$ cat src/rtl/decoder_3to8_stream_pkg.sv
//------------------------------------------------------------------------------
// decoder_pkg
// Purpose : Shared types and helpers for the streaming 3-to-8 decoder.
//           Defines the token carried through the FIFO and the one-hot
//           expansion used on the output side.
// Contents: IDX_W, LINES, TOK_W constants; dec_tok_t token type;
//           onehot_dec() token-to-line-vector function.
//------------------------------------------------------------------------------
package decoder_pkg;

   localparam int IDX_W = 3;
   localparam int LINES = 8;

   // A token is the enable flag plus the encoded line index. The enable sits
   // in the MSB so the packed layout matches {en, idx} on the upstream side.
   typedef struct packed {
      logic             en;
      logic [IDX_W-1:0] idx;
   } dec_tok_t;

   localparam int TOK_W = $bits(dec_tok_t);

   // Expand a token into its line vector. A null token (en=0) yields all
   // zeros, so downstream sees no strobe for it even though it is presented.
   function automatic logic [LINES-1:0] onehot_dec(dec_tok_t tok);
      logic [LINES-1:0] lineVec;
      lineVec = '0;
      if (tok.en) begin
         lineVec[tok.idx] = 1'b1;
      end
      return lineVec;
   endfunction

endpackage

$ cat src/rtl/decoder_3to8_stream_if.sv
//------------------------------------------------------------------------------
// decoder_3to8_stream_if
// Purpose : Bundles the upstream token handshake, the downstream line-vector
//           handshake and the debug counter readout of the streaming decoder.
// Signals : in_valid/in_ready/in_idx/in_en   upstream token channel
//           out_valid/out_ready/out_y        downstream decoded channel
//           cnt_sel/cnt_clr/cnt_val          per-line hit counter readout
// Modports: slave  - the decoder block itself
//           master - the environment driving tokens and consuming lines
//------------------------------------------------------------------------------
interface decoder_3to8_stream_if #(
   parameter int CNT_W = 8
);
   import decoder_pkg::*;

   logic             in_valid;
   logic             in_ready;
   logic [IDX_W-1:0] in_idx;
   logic             in_en;
   logic             out_valid;
   logic             out_ready;
   logic [LINES-1:0] out_y;
   logic [IDX_W-1:0] cnt_sel;
   logic             cnt_clr;
   logic [CNT_W-1:0] cnt_val;

   modport slave (
      input  in_valid, in_idx, in_en, out_ready, cnt_sel, cnt_clr,
      output in_ready, out_valid, out_y, cnt_val
   );

   modport master (
      output in_valid, in_idx, in_en, out_ready, cnt_sel, cnt_clr,
      input  in_ready, out_valid, out_y, cnt_val
   );

endinterface

$ cat src/rtl/decoder_3to8_stream_fifo.sv
//------------------------------------------------------------------------------
// sync_fifo
// Purpose : Small synchronous FIFO with registered storage and an occupancy
//           counter. No bypass: a write into a full FIFO is refused even when
//           a read happens in the same cycle, which keeps the read side free
//           of any combinational path to o_full.
// Ports   : clk, rst_n        clock, synchronous active-low reset
//           i_push, i_wrData  write request and data
//           i_pop             read request (retires the head entry)
//           o_rdData          head entry (valid while !o_empty)
//           o_full, o_empty   occupancy flags
//------------------------------------------------------------------------------
module sync_fifo #(
   parameter int WIDTH = 4,
   parameter int DEPTH = 2
) (
   input  logic             clk,
   input  logic             rst_n,
   input  logic             i_push,
   input  logic [WIDTH-1:0] i_wrData,
   input  logic             i_pop,
   output logic [WIDTH-1:0] o_rdData,
   output logic             o_full,
   output logic             o_empty
);

   // DEPTH is a power of two, so the pointers wrap naturally at PTR_W bits;
   // the occupancy needs one extra bit to distinguish full from empty.
   localparam int PTR_W = $clog2(DEPTH);
   localparam int OCC_W = PTR_W + 1;

   logic [WIDTH-1:0] r_mem [DEPTH];
   logic [PTR_W-1:0] r_wrPtr;
   logic [PTR_W-1:0] r_rdPtr;
   logic [OCC_W-1:0] r_count;
   logic             w_pushFire;
   logic             w_popFire;

   // Qualify the requests with the flags so an over-eager caller can never
   // corrupt the pointers or the occupancy.
   always_comb begin
      w_pushFire = i_push && !o_full;
      w_popFire  = i_pop && !o_empty;
   end

   // Flags come straight from the registered occupancy.
   always_comb begin
      o_full   = (r_count == OCC_W'(DEPTH));
      o_empty  = (r_count == '0);
      o_rdData = r_mem[r_rdPtr];
   end

   // Storage, pointers and occupancy. A simultaneous push and pop advances
   // both pointers and leaves the occupancy unchanged. Storage is cleared on
   // reset so the head entry never carries stale data after a flush.
   always_ff @(posedge clk) begin
      if (!rst_n) begin
         r_wrPtr <= '0;
         r_rdPtr <= '0;
         r_count <= '0;
         for (int i = 0; i < DEPTH; i++) begin
            r_mem[i] <= '0;
         end
      end else begin
         if (w_pushFire) begin
            r_mem[r_wrPtr] <= i_wrData;
            r_wrPtr        <= r_wrPtr + PTR_W'(1);
         end
         if (w_popFire) begin
            r_rdPtr <= r_rdPtr + PTR_W'(1);
         end
         if (w_pushFire && !w_popFire) begin
            r_count <= r_count + OCC_W'(1);
         end else if (w_popFire && !w_pushFire) begin
            r_count <= r_count - OCC_W'(1);
         end
      end
   end

endmodule

$ cat src/rtl/decoder_3to8_stream.sv
//------------------------------------------------------------------------------
// decoder_3to8_stream
// Purpose : Streaming 3-to-8 decoder. Accepts {en, idx} tokens, buffers them
//           in a small FIFO and presents the head token as a one-hot line
//           vector. Keeps one saturating hit counter per line for debug.
// Params  : DEPTH  FIFO entries (power of two, >= 2)
//           CNT_W  width of each per-line hit counter
// Ports   : clk    single rising-edge clock
//           rst_n  synchronous active-low reset
//           bus    decoder_3to8_stream_if.slave: token in, line vector out,
//                  counter select/clear/readout
//------------------------------------------------------------------------------
module decoder_3to8_stream
   import decoder_pkg::*;
#(
   parameter int DEPTH = 2,
   parameter int CNT_W = 8
) (
   input  logic                         clk,
   input  logic                         rst_n,
   decoder_3to8_stream_if.slave         bus
);

   localparam logic [CNT_W-1:0] CNT_MAX = '1;

   dec_tok_t         w_inTok;
   dec_tok_t         w_headTok;
   logic [TOK_W-1:0] w_headRaw;
   logic             w_full;
   logic             w_empty;
   logic             w_popFire;
   logic [CNT_W-1:0] r_hitCnt [LINES];

   // Pack the upstream fields into a token and derive the handshake flags.
   // in_ready depends only on the FIFO state, never on out_ready.
   always_comb begin
      w_inTok.en    = bus.in_en;
      w_inTok.idx   = bus.in_idx;
      w_headTok     = dec_tok_t'(w_headRaw);
      bus.in_ready  = !w_full;
      bus.out_valid = !w_empty;
      w_popFire     = !w_empty && bus.out_ready;
   end

   sync_fifo #(
      .WIDTH (TOK_W),
      .DEPTH (DEPTH)
   ) u_fifo (
      .clk      (clk),
      .rst_n    (rst_n),
      .i_push   (bus.in_valid),
      .i_wrData (w_inTok),
      .i_pop    (bus.out_ready),
      .o_rdData (w_headRaw),
      .o_full   (w_full),
      .o_empty  (w_empty)
   );

   // Decode the registered head entry. Force zero when empty so the line
   // vector never shows a stale token after the last pop.
   always_comb begin
      bus.out_y = '0;
      if (!w_empty) begin
         bus.out_y = onehot_dec(w_headTok);
      end
   end

   // Per-line hit counters. Only real requests count, and only when they are
   // actually retired. The clear takes priority over a same-cycle count so
   // the counter reads zero afterwards.
   always_ff @(posedge clk) begin
      if (!rst_n) begin
         for (int i = 0; i < LINES; i++) begin
            r_hitCnt[i] <= '0;
         end
      end else if (bus.cnt_clr) begin
         for (int i = 0; i < LINES; i++) begin
            r_hitCnt[i] <= '0;
         end
      end else if (w_popFire && w_headTok.en) begin
         if (r_hitCnt[w_headTok.idx] != CNT_MAX) begin
            r_hitCnt[w_headTok.idx] <= r_hitCnt[w_headTok.idx] + CNT_W'(1);
         end
      end
   end

   // Combinational readout of the selected counter.
   always_comb begin
      bus.cnt_val = r_hitCnt[bus.cnt_sel];
   end

endmodule

$ cat src/flat_wrapper.sv
// flat-port wrapper written by rule: the top's interface ports become plain ports
module decoder_3to8_stream_flat import decoder_pkg::*;
#(
   parameter int DEPTH = 2,
   parameter int CNT_W = 8
)
  (clk, rst_n, bus_in_valid, bus_in_idx, bus_in_en, bus_out_ready, bus_cnt_sel, bus_cnt_clr, bus_in_ready, bus_out_valid, bus_out_y, bus_cnt_val);
  decoder_3to8_stream_if #(.CNT_W(CNT_W)) bus_i ();
  input  logic clk;
  input  logic rst_n;
  input wire logic [$bits(bus_i.in_valid)-1:0] bus_in_valid;
  input wire logic [$bits(bus_i.in_idx)-1:0] bus_in_idx;
  input wire logic [$bits(bus_i.in_en)-1:0] bus_in_en;
  input wire logic [$bits(bus_i.out_ready)-1:0] bus_out_ready;
  input wire logic [$bits(bus_i.cnt_sel)-1:0] bus_cnt_sel;
  input wire logic [$bits(bus_i.cnt_clr)-1:0] bus_cnt_clr;
  output wire logic [$bits(bus_i.in_ready)-1:0] bus_in_ready;
  output wire logic [$bits(bus_i.out_valid)-1:0] bus_out_valid;
  output wire logic [$bits(bus_i.out_y)-1:0] bus_out_y;
  output wire logic [$bits(bus_i.cnt_val)-1:0] bus_cnt_val;
  assign bus_i.in_valid = bus_in_valid;
  assign bus_i.in_idx = bus_in_idx;
  assign bus_i.in_en = bus_in_en;
  assign bus_i.out_ready = bus_out_ready;
  assign bus_i.cnt_sel = bus_cnt_sel;
  assign bus_i.cnt_clr = bus_cnt_clr;
  assign bus_in_ready = bus_i.in_ready;
  assign bus_out_valid = bus_i.out_valid;
  assign bus_out_y = bus_i.out_y;
  assign bus_cnt_val = bus_i.cnt_val;
  decoder_3to8_stream #(.DEPTH(DEPTH), .CNT_W(CNT_W)) u_core (.clk(clk), .rst_n(rst_n), .bus(bus_i));
endmodule
$ cat config.mk
export PLATFORM = sky130hd
export DESIGN_NAME = decoder_3to8_stream_flat
export DESIGN_NICKNAME = d
export VERILOG_FILES = /design/src/rtl/decoder_3to8_stream_pkg.sv /design/src/rtl/decoder_3to8_stream_if.sv /design/src/rtl/decoder_3to8_stream_fifo.sv /design/src/rtl/decoder_3to8_stream.sv /design/src/flat_wrapper.sv
export SDC_FILE = /design/constraint.sdc
export NUM_CORES = 1
export LEC_CHECK = 0
export CORE_ASPECT_RATIO = 1.1
export CORE_MARGIN = 2
export CORE_UTILIZATION = 30
export CTS_CLUSTER_DIAMETER = 100
export DETAILED_ROUTE_END_ITERATION = 7
export PLACE_DENSITY = 0.49
export SETUP_SLACK_MARGIN = 0.4
export SLEW_MARGIN = 30
export SYNTH_ARGS = -nofsm -noshare
export SYNTH_HDL_FRONTEND = slang
export SYNTH_HIERARCHICAL = 1
export SYNTH_SLANG_ARGS = --single-unit
$ cat constraint.sdc
create_clock -name clk -period 4.15 [get_ports clk]
set_input_delay 1.0375 -clock clk [delete_from_list [all_inputs] [get_ports clk]]
set_output_delay 1.0375 -clock clk [all_outputs]
set_load 0.02 [all_outputs]
==> results.yml, run 1 <==
detailed_routing:
  postRouteWirelength_mm: 11.6
  drtIter0Drc: 186
  num_vias: 2924
  wl_per_cell_microns: 20.8
  antenna_left: 0
  drc: 0
  number_of_vias_per_cell: 5.22
  first_pass_iters: 4
power:
  seq_power_share_pct: 39.4
  fin_total_pwr_uw: 2400
  combPwrFrac_pct: 29.8
  power_leakage_uw: 0.00185
  power-per-cell-area_mw_per_mm2: 456
  power_report.internal_total_uw: 1660
  p_clk_share_pct: 30.8
  max-vdd-ir-drop_uv: 247
  p_sw_uw: 737
  power.share.switching_pct: 30.7
setup_path:
  timing.rr.end: "u_core/r_hitCnt[4][1]"
  path_buf_inv: 3
  endpoint_kind: "output port"
  r2r.worst_path.cells: 8
  cp_max_fo: 8
  critPathTopFamily: "buffers and inverters"
  cp-start-kind: "primary input"
  cp.depth: 5
  worstPathArrival_ns: 2.65
  cp.required_ns: 3.11
  critical_path_class: "in2out"
  reg2reg_slack_ns: 0.81
  path_cells: "clkdlybuf4s15_2, bufbuf_16, mux4_2, mux2_2, dlygate4sd2_1"
  slowest_delay_ns: 0.49
  cp_slowest_cell: "mux4_2"
synth:
  yosysUniqueCellTypes: 46
  synth_area_leaders: "edfxtp_1 (50%), mux4_2 (16%), mux2_2 (4.5%), nor3_1 (3.8%), nor4_2 (3.2%)"
  synth-edff-count: 72
  synth.top_cells.by_count: "edfxtp_1 (72), nor2_1 (36), nor3_1 (33)"
  yosys_warnings: 6
  synth_area_per_cell_sq_um: 13.6
  leading_cell_type_by_number_of_instances_after_synthesis: "edfxtp_1"
  seq_area_frac_synth_pct: 52.6
  yosys_most_used_dff: "edfxtp_1"
  netlist.top_cell.by_area: "edfxtp_1"
  postSynth.asyncResetShare_pct: 0
  synth_top_area_share_pct: 50.3
  synthesis.nets: 330
  synth-seq-cells: 77
  synthesis.instances: 316
  synth_area_sq_mm: 0.00430
clocking:
  cts_tree: "yes"
  sink_count: 77
  cts_htree_levels: 3
  cts_hold_repair.buffers: 0
  cts.clk_slew.worst_paths_ns: 0.05
  post-cts-setup-buffer-count: 0
  cts_inserted_buffers: 9
  clock-root-buffer: "clkbuf_16"
  cts-root-to-sink-buffers: 2
  insertion_delay_to_the_later_sink_of_the_worst_skew_pair_ns: 0.34
sta:
  fin_worst_hold_slack_ns: 0.520
  finalSetupViolCount: 0
  grt_setup_unrepaired: "no"
  finalSetupTns_ns: 0
  tightest_slew_ns: 0.671
  slew-limit-headroom_pct: 55.2
  final-max-slew-violation-count: 0
  timing_hold_violations_final: 0
  period_minus_slack_ns: 3.69
  timing.clock.skew_ns: 0.00687
  post-route-period-util_pct: 88.9
  max_freq_mhz: 271
placed_design:
  portBuffers: 29
  gpl.final_weighted_congestion: 0.755
  hpwl_mm: 8.29
  numPlacedInstances: 544
floorplan:
  die-area_sq_mm: 0.0153
  initial_utilization_pct: 30.9
  coreArea_sq_mm: 0.0139
  rows: 45
  pin_count: 30
  fp.dieH_microns: 130
  chipWidth_microns: 118
layout:
  layout-drive-gt1-share_pct: 30.1
  stdcell_count: 560
  antenna_fix_cells: 0
  area_growth_pct: 22.3
  n_fill_cell: 1382
  finalNetCount: 382
worst_hold_path:
  hold_path.class: "reg2reg"
  timing.hold.worst.start: "u_core/u_fifo/r_wrPtr"
  hold_path_depth: 2
  hold_end: "u_core/u_fifo/r_wrPtr"
grt:
  via_count_of_the_first_global_routing_pass: 3185
  grt_first_pass_wirelength_mm: 18.4
  antenna_violations_before_repair: 0
  grt_start_max_net_pins: 28
  grt_util_all_layers_pct: 16.2
  global_route.overflow_total: 0
outcome:
  status: "finished, final reports clean"
run:
  max-cap-violations: 0
==> per-stage QoR <==
stage | setup WS, ns | instance area [sq um] | utilization [%]
6_report | 0.461 | 5260 | 37.8
5_1_grt | 0.407 | 5260 | 37.8
4_1_cts | 0.459 | 5250 | 37.8
3_5_place_dp | 0.0320 | 4960 | 35.6
3_3_place_gp | 0.0334 | 4960 | 35.6
2_1_floorplan | 0.518 | 4300 | -
==> worst max-delay path by stage <==
stage	from	end	slack, ns
after floorplan	bus_cnt_sel[0]	bus_cnt_val[2]	0.52
after global placement	bus_cnt_sel[0]	bus_cnt_val[6]	0.03
after detailed placement	bus_cnt_sel[0]	bus_cnt_val[2]	0.03
after CTS	bus_cnt_sel[0]	bus_cnt_val[1]	0.46
after global routing	bus_cnt_sel[0]	bus_cnt_val[4]	0.41
final	bus_cnt_sel[0]	bus_cnt_val[4]	0.46
==> layer usage <==
metal | global-route usage (%) | share of wire (%) | wire [microns]
met1 | 20.2 | 44 | 5080
met2 | 27.9 | 51 | 5880
met3 | 2.99 | 3.5 | 410
met4 | 6.73 | 2.3 | 263
met5 | 0 | 0 | 0
==> registers in the layout, summed over array words and instances, names as in the netlist, named ones only <==
name,flops
u_core/r_hitCnt,64
u_core/u_fifo/r_wrPtr,1
u_core/u_fifo/r_mem,8
u_core/u_fifo/r_rdPtr,1
u_core/u_fifo/r_count,2
==> worst min-delay path: stages (launching register included) <==
cell	delay, ns
dfxtp_1	0.31
o21ai_0	0.10
a21boi_2	0.06
==> cells in the final DEF, fill, tap and decap left out, types with 4 or more instances in the layout <==
cell / instances
and2_1: 4
dlygate4sd2_1: 8
o21ai_0: 11
nand2_1: 15
and3_1: 6
nor2_1: 36
nand3_1: 6
dfxtp_1: 5
mux4_2: 30
mux2i_1: 5
clkdlybuf4s50_1: 20
buf_4: 29
clkbuf_16: 9
nor4_1: 5
mux2_2: 16
nor2b_1: 4
nor3_1: 33
edfxtp_1: 72
nor4_2: 11
==> what timing repair did <==
item	in CTS	in global routing
gates cloned	1	0
resized for setup	11	1
setup endpoints to repair	8	92
==> power groups by stage <==
stage | Clock (uW) | Sequential, uW | Combinational [uW]
6_report | 739 | 944 | 714
5_1_grt | 785 | 951 | 779
4_1_cts | 760 | 945 | 719
3_5_place_dp | 0 | 960 | 715
3_3_place_gp | 0 | 958 | 710
2_1_floorplan | 0 | 947 | 528
==> cell families after synthesis <==
family                     Yosys count  share of synthesized area [%]
buffers and inverters               24                           3.32
DFF                                 77                           52.6
adders and majority gates            2                          0.582
xor gates and xnor gates             6                           1.40
muxes                               53                           21.7
AOI/OAI and AO/OA                   22                           3.58
and+or+nand+nor                    132                           16.8
==> cell type report <==
class / count / area, sq um / area share (%)
timing repair buffer: 61 / 572 / 10.9
clock inverter: 3 / 37.5 / 0.714
multi-input combinational: 215 / 1900 / 36.1
clock buffer: 12 / 236 / 4.50
tap: 188 / 235 / 4.47
inverter: 4 / 15.0 / 0.286
sequential: 77 / 2260 / 43.0
Power figures use the tool's default switching activity.
==> inputs of run 2 (changes only) <==
--- a/config.mk
+++ b/config.mk
@@ -8,8 +8,8 @@
 export CORE_ASPECT_RATIO = 1.1
 export CORE_MARGIN = 2
-export CORE_UTILIZATION = 30
+export CORE_UTILIZATION = 45
 export CTS_CLUSTER_DIAMETER = 100
 export DETAILED_ROUTE_END_ITERATION = 7
-export PLACE_DENSITY = 0.49
+export PLACE_DENSITY = 0.67
 export SETUP_SLACK_MARGIN = 0.4
 export SLEW_MARGIN = 30
==> constraint.sdc (replaced) <==
create_clock -name clk -period 4.15 [get_ports clk]
set_input_delay 1.0375 -clock clk [delete_from_list [all_inputs] [get_ports clk]]
set_output_delay 1.0375 -clock clk [all_outputs]
set_load 0.1 [all_outputs]
==> run 2 against run 1 <==
Power is 2.2% lower. Critical path depth did not move. Critical path type unchanged. Critical endpoint is now bus_cnt_val[7]. Utilization grew 17 points. Largest cell class unchanged.
==> results.yml, run 2 (same netlist as run 1, synthesis figures left out) <==
outcome:
  status: "finished, final reports clean"
clocking:
  cts_htree_levels: 3
  post-cts-setup-buffer-count: 0
  cts-root-to-sink-buffers: 2
  cts_tree: "yes"
  clock-root-buffer: "clkbuf_8"
  sink_count: 77
  cts_hold_repair.buffers: 0
  cts.clk_slew.worst_paths_ns: 0.08
  insertion_delay_to_the_later_sink_of_the_worst_skew_pair_ns: 0.35
  cts_inserted_buffers: 9
setup_path:
  endpoint_kind: "output port"
  critical_path_class: "in2out"
  cp_max_fo: 8
  cp-start-kind: "primary input"
  reg2reg_slack_ns: 0.69
  r2r.worst_path.cells: 8
  cp.required_ns: 3.11
  worstPathArrival_ns: 2.62
floorplan:
  fp.dieH_microns: 107
  initial_utilization_pct: 46.2
  pin_count: 30
  rows: 37
  chipWidth_microns: 97.2
  coreArea_sq_mm: 0.00931
  die-area_sq_mm: 0.0104
detailed_routing:
  drc: 0
  number_of_vias_per_cell: 6.15
  first_pass_iters: 5
  postRouteWirelength_mm: 10.5
  drtIter0Drc: 283
  antenna_left: 0
  num_vias: 2965
  wl_per_cell_microns: 21.8
layout:
  layout_top_registers: "u_core/r_hitCnt x64, u_core/u_fifo/r_mem x8, u_core/u_fifo/r_count x2"
  antenna_fix_cells: 0
  layout-drive-gt1-share_pct: 33.7
  max_flop_register: "u_core/r_hitCnt"
  layout_common_cells: "edfxtp_1 (72), nor2_1 (36), nor3_1 (33)"
  stdcell_count: 482
  area_growth_pct: 18.0
  flip_flop_count_of_the_largest_register_all_copies_and_words_added: 64
  finalNetCount: 375
  layout_commonest_cell: "edfxtp_1"
power:
  combPwrFrac_pct: 37.0
  power.share.switching_pct: 36.8
  seq_power_share_pct: 40.2
  p_clk_share_pct: 22.7
  power_leakage_uw: 0.00180
  power-per-cell-area_mw_per_mm2: 462
  power_report.internal_total_uw: 1480
  p_sw_uw: 862
  fin_total_pwr_uw: 2340
  max-vdd-ir-drop_uv: 623
grt:
  grt_start_max_net_pins: 25
  via_count_of_the_first_global_routing_pass: 3068
  antenna_violations_before_repair: 0
  global_route.overflow_total: 0
  grt_first_pass_wirelength_mm: 16.6
  grt_util_all_layers_pct: 21.7
sta:
  final-max-slew-violation-count: 0
  timing_hold_violations_final: 0
  timing.final.ws_setup_ns: 0.494
  grt_setup_unrepaired: "no"
  post-route-period-util_pct: 88.1
  max_freq_mhz: 274
  timing.clock.skew_ns: 0.0108
  period_minus_slack_ns: 3.66
  slew-limit-headroom_pct: 35.1
  tightest_slew_ns: 0.971
  finalSetupTns_ns: 0
  finalSetupViolCount: 0
placed_design:
  gpl.final_weighted_congestion: 0.866
  numPlacedInstances: 466
  hpwl_mm: 7.11
  portBuffers: 29
  detailedPlace.worstSlack_ns: 0.353
worst_hold_path:
  hold_path_depth: 2
  hold_path.class: "reg2reg"
run:
  max-cap-violations: 0
## run 2: changes by cell type in the layout (fill, tap and decap cells not counted), moves of 2 or more
cell	before	now
buf_4	29	31
buf_12	2	9
clkbuf_16	9	0
clkdlybuf4s50_1	20	12
clkinv_2	0	2
clkbuf_8	0	9
dlygate4sd2_1	8	1
clkbuf_1	3	0
## run 2: timing repair
item,in CTS,in global routing
gates resized for setup,1,0
setup endpoints to repair,8,0
endpoints found under the hold margin,0,0
## run 2: cell type report
class                           instances  area (sq um)
Clock inverter                          6          55.1
Fill cell                             782          4230
Sequential cell                        77          2260
Multi-Input combinational cell        215          1900
Timing Repair Buffer                   54           574
Tap cell                              117           146
Clock buffer                            9           124
Inverter                                4          15.0
## run 2: through the flow
step           util [%]  hold slack [ns]  cell area, sq um
3_5_place_dp       52.3            0.520              4860
6_report           54.5            0.530              5070
4_1_cts            54.5            0.529              5070
3_3_place_gp       52.3            0.497              4860
2_1_floorplan         -            0.482              4300
5_1_grt            54.5            0.570              5070
## run 2: final timing paths
path	from	end
max	bus_cnt_sel[0]	bus_cnt_val[7]
min	u_core/u_fifo/r_wrPtr	u_core/u_fifo/r_wrPtr
max reg2reg	flop	u_core/r_hitCnt[1][4]
min reg2reg	u_core/u_fifo/r_wrPtr	u_core/u_fifo/r_wrPtr
## run 2: critical path: stages
cell	delay [ns]
dlygate4sd2_1	0.29
bufbuf_16	0.32
mux4_2	0.49
mux2_2	0.30
buf_12	0.17
## run 2: power by group through the flow
stage	registers (uW)	clock network [uW]	logic [uW]
after floorplan	947	0	668
after global placement	957	0	845
after CTS	943	536	868
final	943	533	868
after global routing	950	569	924
after detailed placement	960	0	858
## run 2: per-layer routing
layer | GRT usage, % | vias up | share of wire (%)
li1 | - | 1325 | -
met1 | 27.6 | 1469 | 39
met2 | 36.3 | 139 | 50
met3 | 4.14 | 32 | 7.2
met4 | 9.66 | 0 | 3.9
met5 | 0 | - | 0
==> inputs of run 3 (changes only) <==
- GPL_ROUTABILITY_DRIVEN: not set -> 0
==> results of run 3 <==
Same layout as run 2: the final DEF is identical, and so are final timing and power.
